--- config.mk ---
export PLATFORM = sky130hd
export DESIGN_NAME = bullet_collider
export DESIGN_NICKNAME = d
export VERILOG_FILES = /design/src/rtl/bullet_collider_pkg.sv /design/src/rtl/bullet_collider_box_overlap.sv /design/src/rtl/bullet_collider.sv
export SDC_FILE = /design/constraint.sdc
export NUM_CORES = 1
export LEC_CHECK = 0
export ABC_AREA = 0
export BUFFER_PORTS_ARGS = -buffer_cell sky130_fd_sc_hd__buf_4
export CORE_ASPECT_RATIO = 0.5
export CORE_MARGIN = 1.5
export CORE_UTILIZATION = 45
export CTS_BUF_LIST = sky130_fd_sc_hd__clkbuf_16
export CTS_CLUSTER_DIAMETER = 30
export CTS_CLUSTER_SIZE = 8
export DETAILED_ROUTE_END_ITERATION = 8
export PLACE_DENSITY = 0.67
export RECOVER_POWER = 100
export SYNTH_ARGS = -nofsm -noshare
export SYNTH_HDL_FRONTEND = slang
export SYNTH_HIERARCHICAL = 1
export SYNTH_SLANG_ARGS = --single-unit
--- constraint.sdc ---
create_clock -name clk -period 14.1 [get_ports clk]
set_clock_uncertainty 0.2 [all_clocks]
set_input_delay 1.41 -clock clk [delete_from_list [all_inputs] [get_ports clk]]
set_output_delay 1.41 -clock clk [all_outputs]
set_load 0.01 [all_outputs]
--- src/rtl/bullet_collider_pkg.sv ---
// Shared game definitions for the bullet collider.
// Bullet colour codes, FSM state codes, hit-point default and the per-kind hp delta.
package bullet_collider_pkg;

    localparam int HP_MAX_DEFAULT = 20;

    localparam logic [1:0] COLOR_WHITE = 2'b00;
    localparam logic [1:0] COLOR_GREEN = 2'b01;
    localparam logic [1:0] COLOR_BLUE  = 2'b10;
    localparam logic [1:0] COLOR_RSVD  = 2'b11;

    localparam logic [2:0] ST_IDLE    = 3'd0;
    localparam logic [2:0] ST_ADDR    = 3'd1;
    localparam logic [2:0] ST_CAPTURE = 3'd2;
    localparam logic [2:0] ST_CHECK   = 3'd3;
    localparam logic [2:0] ST_DONE    = 3'd4;

    // hp change a landed bullet of this kind contributes
    function automatic logic signed [5:0] hit_delta(input logic [1:0] color);
        logic signed [5:0] d;
        d = 6'sd0;
        unique case (color)
            COLOR_WHITE: d = -6'sd1;
            COLOR_GREEN: d = 6'sd1;
            COLOR_BLUE:  d = -6'sd1;
            COLOR_RSVD:  d = 6'sd0;
            default:     d = 6'sd0;
        endcase
        return d;
    endfunction

endpackage

--- src/rtl/bullet_collider_box_overlap.sv ---
// Combinational axis-aligned box overlap test using 9-bit edge sums.
// Ports: pos_a/size_a, pos_b/size_b ({x,y} / {w,h}); hit = boxes overlap.
module box_overlap (
    input  logic [15:0] pos_a,
    input  logic [15:0] size_a,
    input  logic [15:0] pos_b,
    input  logic [15:0] size_b,
    output logic        hit
);

    logic [8:0] ax, ay, bx, by;
    logic [8:0] ax_end, ay_end, bx_end, by_end;
    logic       empty;

    // 9-bit right/bottom edges so boxes near 255 do not wrap
    assign ax     = {1'b0, pos_a[15:8]};
    assign ay     = {1'b0, pos_a[7:0]};
    assign bx     = {1'b0, pos_b[15:8]};
    assign by     = {1'b0, pos_b[7:0]};
    assign ax_end = ax + {1'b0, size_a[15:8]};
    assign ay_end = ay + {1'b0, size_a[7:0]};
    assign bx_end = bx + {1'b0, size_b[15:8]};
    assign by_end = by + {1'b0, size_b[7:0]};

    assign empty = (size_a[15:8] == 8'd0) || (size_a[7:0] == 8'd0)
                || (size_b[15:8] == 8'd0) || (size_b[7:0] == 8'd0);

    assign hit = !empty
              && (bx < ax_end) && (ax < bx_end)
              && (by < ay_end) && (ay < by_end);

endmodule

--- src/rtl/bullet_collider.sv ---
// Per-frame scan of bullet slots against the player box, updating hit points.
// Ports: clk/reset, isRun/frameTick, player box, bullet store port, indexCollide/isComplete/hp/gameOver.
module bullet_collider
    import bullet_collider_pkg::*;
#(
    parameter int NUM_BULLETS = 3,
    parameter int HP_MAX      = HP_MAX_DEFAULT
) (
    input  logic        clk,
    input  logic        reset,
    input  logic        isRun,
    input  logic        frameTick,
    input  logic [15:0] playerPosition,
    input  logic [15:0] playerSize,
    input  logic        playerMoving,
    output logic [2:0]  index2,
    input  logic [15:0] position2,
    input  logic [15:0] size2,
    input  logic [1:0]  color2,
    input  logic        isRender2,
    output logic [2:0]  indexCollide,
    output logic        isComplete,
    output logic [7:0]  hp,
    output logic        gameOver
);

    logic [2:0]         state;
    logic [15:0]        cap_pos;
    logic [15:0]        cap_size;
    logic [1:0]         cap_color;
    logic               cap_render;
    logic [2:0]         hit_mask;
    logic signed [5:0]  delta;

    logic               overlap;
    logic               kind_hit;
    logic               slot_hit;
    logic signed [5:0]  slot_delta;
    logic [2:0]         bit_sel;
    logic signed [9:0]  hp_sum;
    logic [7:0]         hp_next;

    box_overlap u_overlap (
        .pos_a  (playerPosition),
        .size_a (playerSize),
        .pos_b  (cap_pos),
        .size_b (cap_size),
        .hit    (overlap)
    );

    always_comb begin
        kind_hit = 1'b0;
        unique case (cap_color)
            COLOR_WHITE: kind_hit = 1'b1;
            COLOR_GREEN: kind_hit = 1'b1;
            COLOR_BLUE:  kind_hit = playerMoving;
            default:     kind_hit = 1'b0;
        endcase
        slot_hit   = cap_render && overlap && kind_hit;
        slot_delta = slot_hit ? hit_delta(cap_color) : 6'sd0;
        // slots beyond the 3-bit mask simply drop out
        bit_sel    = 3'b001 << index2;
    end

    // whole-scan delta applied at once, then clamped
    always_comb begin
        hp_sum = $signed({2'b00, hp}) + 10'(delta);
        if (hp_sum < 10'sd0) begin
            hp_next = 8'd0;
        end else if (hp_sum > 10'(HP_MAX)) begin
            hp_next = 8'(HP_MAX);
        end else begin
            hp_next = hp_sum[7:0];
        end
    end

    always_ff @(posedge clk) begin
        if (reset) begin
            state        <= ST_IDLE;
            index2       <= 3'd0;
            cap_pos      <= 16'd0;
            cap_size     <= 16'd0;
            cap_color    <= 2'd0;
            cap_render   <= 1'b0;
            hit_mask     <= 3'd0;
            delta        <= 6'sd0;
            indexCollide <= 3'b111;
            isComplete   <= 1'b0;
            hp           <= 8'(HP_MAX);
            gameOver     <= 1'b0;
        end else begin
            isComplete <= 1'b0;
            if (state != ST_IDLE && !isRun) begin
                // abort: partial results are dropped on the next start
                state <= ST_IDLE;
            end else begin
                case (state)
                    ST_IDLE: begin
                        if (frameTick && isRun && !gameOver) begin
                            state    <= ST_ADDR;
                            index2   <= 3'd0;
                            hit_mask <= 3'd0;
                            delta    <= 6'sd0;
                        end
                    end
                    ST_ADDR: begin
                        state <= ST_CAPTURE;
                    end
                    ST_CAPTURE: begin
                        cap_pos    <= position2;
                        cap_size   <= size2;
                        cap_color  <= color2;
                        cap_render <= isRender2;
                        state      <= ST_CHECK;
                    end
                    ST_CHECK: begin
                        if (slot_hit) begin
                            hit_mask <= hit_mask | bit_sel;
                        end
                        delta <= delta + slot_delta;
                        if (int'(index2) < NUM_BULLETS - 1) begin
                            index2 <= index2 + 3'd1;
                            state  <= ST_ADDR;
                        end else begin
                            state <= ST_DONE;
                        end
                    end
                    ST_DONE: begin
                        hp           <= hp_next;
                        gameOver     <= (hp_next == 8'd0);
                        indexCollide <= ~hit_mask;
                        isComplete   <= 1'b1;
                        state        <= ST_IDLE;
                    end
                    default: begin
                        state <= ST_IDLE;
                    end
                endcase
            end
        end
    end

endmodule

==> flow_summary.rst <==
.. list-table::
   :header-rows: 1

   * - Metric
     - Value
   * - Effective utilization at floorplan
     - 0.4707
   * - Largest incremental delay on the critical path
     - 0.52 ns
   * - Most used flip-flop cell after synthesis
     - dfxtp_1
   * - Timing-limited maximum frequency
     - 164.4 MHz
   * - Total congestion overflow
     - 0
   * - Die Area
     - 11560 sq um
   * - Via count of the first global-routing pass
     - 4172
   * - Area contributors post-synth
     - dfxtp_1 26%, ha_1 20%, a21oi_1 6.9%
   * - RD Place Congestion
     - 0.8667
   * - Violation count after the first detailed-route iteration
     - 191
   * - Dominant cell type by area after synthesis
     - dfxtp_1
   * - Reg2Reg Launch Point
     - cap_pos[8]$_SDFFE_PP0P_
   * - Sequential group share of total power
     - 0.371
   * - Detailed placement HPWL
     - 9.269 mm
   * - Setup bufs post-CTS
     - 0
   * - Max IR drop VDD
     - 60.22 uV
   * - Final setup TNS
     - 0 ns
   * - Switch Pwr
     - 118.2 uW
   * - Setup repair after global routing missed its margin
     - false
   * - Max Buffers Root-to-Sink
     - 2
   * - Startpoint types
     - input port
   * - Worst Min Path Start
     - cap_render$_SDFFE_PP0P_
   * - Die extent in x
     - 150.6 um
   * - Final wirelength
     - 11.81 mm
   * - Total standard cell area after synthesis
     - 4900 sq um
   * - Reg clk slew, reported paths
     - 0.05 ns
   * - Fraction of the yosys area taken by sequential cells
     - 0.2574
   * - Proportion of synthesized flip-flops having asynchronous set or reset
     - 0
   * - Ys Warns
     - 6
   * - Dominant combinational cell family by area after synthesis
     - compound AO/OA/AOI/OAI gates
   * - Max_cap viols
     - 1
   * - Worst setup path class
     - in2reg
   * - Post-CTS sizing
     - 0
   * - Run status
     - finished with violations
   * - Worst Max-Slew Pin Slew
     - 2.540 ns
   * - Start point of the critical path
     - playerPosition[8]
   * - Gate power share
     - 0.146
   * - Syn avg cell area
     - 8.193 sq um
   * - Worst-Skew Late Latency
     - 0.32 ns
   * - Area inside the core boundary
     - 10410 sq um
   * - Number of instances in the placed design
     - 808
   * - Critical Path AT
     - 5.97 ns
   * - Pre-Repair DR Iteration Count
     - 5
   * - Buffers & Inverters on Critical Path
     - 2
   * - Endpoint class of the critical path
     - register
   * - Final Max Tran Viols
     - 57
   * - Yosys top cell area share
     - 0.2574
   * - Global-route wire length before repair
     - 19.03 mm
   * - Synth Area in Compound Gates
     - 0.2421
   * - Data required time at the worst endpoint
     - 13.99 ns
   * - Worst Hold Slack
     - 0.2594 ns
   * - Lkg Pwr
     - 0.002578 uW
   * - Routed length per placed instance
     - 14.33 um
   * - Global-route total usage across every layer
     - 0.2060
   * - Antenna Cells
     - 0
   * - Drt drc
     - 0
   * - Slowest CP cell
     - nor2b_1
   * - Synth unique cells
     - 64
   * - Number of enable-type register cells in the synthesized netlist
     - 0
   * - Top cell by count, worst path
     - a21oi_1
   * - Buffer cell driving the clock tree root
     - clkbuf_16
   * - Synthesized Nets
     - 754
   * - Inserted Clock Buffers
     - 9
   * - Family with the most delay on the worst path
     - compound AO/OA/AOI/OAI gates
   * - Synth Area in Simple Gates
     - 0.1854
   * - Violations in the final reports
     - max-capacitance violations, max-slew violations
   * - Layout Cells excl Fill
     - 824
   * - Power Dens Cells
     - 82.59 nW/um^2
   * - Y dimension of the die
     - 76.79 um
   * - Number of hold violations in the final report
     - 0
   * - Number of buffers inserted by port buffering
     - 87
   * - Multiplexer fraction of the synthesized cell area
     - 0.006129
   * - XOR/XNOR share of the synthesized area
     - 0.05184
   * - Placement Rows
     - 26
   * - Proportion of power drawn by the clock network
     - 0.483
   * - Clock sink count
     - 63
   * - Sequence of cells on the critical path
     - clkbuf_1 > ha_1 > inv_1 > fa_1 > nor2b_1 > o31a_1 > o21ai_0 > nand2b_1 > xnor2_1 > ha_1 > a2111oi_0 > o21ai_0 > a31oi_1 > and4_1 > nand2_1 > a21oi_1 > nor2b_1 > ha_1 > a21oi_1 > o21ai_0 > a21oi_1 > xnor2_1 > mux2i_1 > a21oi_1
   * - Min cycle time layout
     - 6.082 ns
   * - I/O pins
     - 88
   * - Number of failing setup endpoints in the final timing report
     - 0
   * - Cts hold-fix bufs
     - 0
   * - Number of vias per cell
     - 5.411
   * - Count of state elements after synthesis
     - 63
   * - Power Internal
     - 370.2 uW
   * - Share of post-route cells with drive strength above 1
     - 0.1520
   * - Relative slew slack
     - -0.6933
   * - Highest fanout seen on the critical path
     - 6
   * - Post-route ant nets
     - 0
   * - Final critical-path share of the clock period
     - 0.4313
   * - Classification of the worst-slack hold path
     - reg2reg
   * - Overall via count from detail_route
     - 4459
   * - Cell count after synthesis
     - 598
   * - Antenna violations before repair
     - 0
   * - Post-synthesis share of cell area spent on full adders, half adders and majority gates
     - 0.2237
   * - Maximum number of pins on one net before global-route repair
     - 57
   * - Nets@finish
     - 835
   * - Number of levels the H-tree was split into
     - 3
   * - Clock tree from TritonCTS
     - yes
   * - P&R area growth vs syn
     - 20.68%
   * - Switching power share of the total
     - 0.2420
==> layout by cell type (no fill, tap or decap), types with 4 or more instances in the layout <==
| cell type | count |
|---|---|
| o211ai_1 | 5 |
| o21a_1 | 10 |
| nor3_1 | 11 |
| a21oi_2 | 4 |
| a21oi_1 | 68 |
| nand2b_1 | 11 |
| clkbuf_1 | 18 |
| buf_4 | 70 |
| a211oi_1 | 5 |
| nand2_1 | 90 |
| clkbuf_16 | 9 |
| o21ai_1 | 5 |
| xor2_1 | 13 |
| inv_1 | 22 |
| ha_1 | 78 |
| nor2_1 | 47 |
| fa_1 | 6 |
| nor3b_1 | 4 |
| o21ai_0 | 25 |
| a21o_1 | 12 |
| nor4_1 | 9 |
| xnor2_1 | 16 |
| a22oi_1 | 5 |
| nor2b_1 | 6 |
| dfxtp_1 | 63 |
| a211o_1 | 5 |
==> through the flow <==
step | utilization | setup slack [ns] | power [uW] | area [sq um]
2_1_floorplan | - | 8.602 | 228.0 | 4900
3_3_place_gp | 0.5436 | 8.097 | 255.2 | 5659
3_5_place_dp | 0.5436 | 7.864 | 256.4 | 5659
4_1_cts | 0.5745 | 8.163 | 495.0 | 5981
5_1_grt | 0.5680 | 7.404 | 511.6 | 5913
6_report | 0.5680 | 8.018 | 488.3 | 5913
==> registers in the layout (all words and copies together) (netlist names) <==
name / cells
cap_color: 2
cap_pos: 16
cap_render: 1
cap_size: 16
delta: 6
gameOver: 1
hit_mask: 3
hp: 8
index2: 3
indexCollide: 3
isComplete: 1
state: 3
==> logic make-up after synthesis <==
| group | Yosys count |
|---|---|
| buffers and inverters | 40 |
| muxes | 3 |
| adders and majority gates | 84 |
| and+or+nand+nor | 198 |
| xor gates and xnor gates | 29 |
| AOI/OAI and AO/OA | 181 |
| DFF | 63 |
==> tightest hold or removal path: stages (launching register included) <==
cell	delay [ns]
dfxtp_1	0.31
nand2_1	0.05
a21oi_1	0.05
==> cells in the mapped netlist (all sizes together), types with 10 or more instances <==
master	number
nand2b	11
xor2	13
clkbuf	17
nor3	11
a21o	14
xnor2	16
ha	78
nand2	90
nor4	10
dfxtp	63
o21a	11
inv	22
a21oi	73
o21ai	31
nor2	47
==> power groups by stage <==
stage	clock, uW	combinational, uW	sequential, uW
floorplan	0	43.6	184
global placement	0	70.1	185
detailed placement	0	71.3	185
CTS	242	71.7	181
global route	250	80.3	181
finish	236	71.2	181
==> path summary, 6_finish.rpt <==
kind / end / slack, ns / cells after the start
hold / removal: cap_render$_SDFFE_PP0P_ / 0.26 / 2
setup reg to reg: delta[5]$_SDFFE_PP0P_ / 8.46 / 22
setup / recovery: delta[5]$_SDFFE_PP0P_ / 8.02 / 24
hold reg to reg: cap_render$_SDFFE_PP0P_ / 0.26 / 2
==> metal layers <==
layer,track usage,vias up,part of all wire
li1,-,2318,-
met1,0.2897,2033,0.51
met2,0.3211,97,0.43
met3,0.04048,11,0.054
met4,0.05243,0,0.0090
met5,0,-,0
==> area by class of cell <==
class | count | area, sq um
Inverter | 22 | 82.58
Clock buffer | 9 | 225.2
Multi-Input combinational cell | 495 | 3480
Clock inverter | 7 | 96.34
Tap cell | 140 | 175.2
Timing Repair Buffer | 88 | 593.1
Sequential cell | 63 | 1261
Fill cell | 1016 | 4497
(Power assumes the default switching activity.)
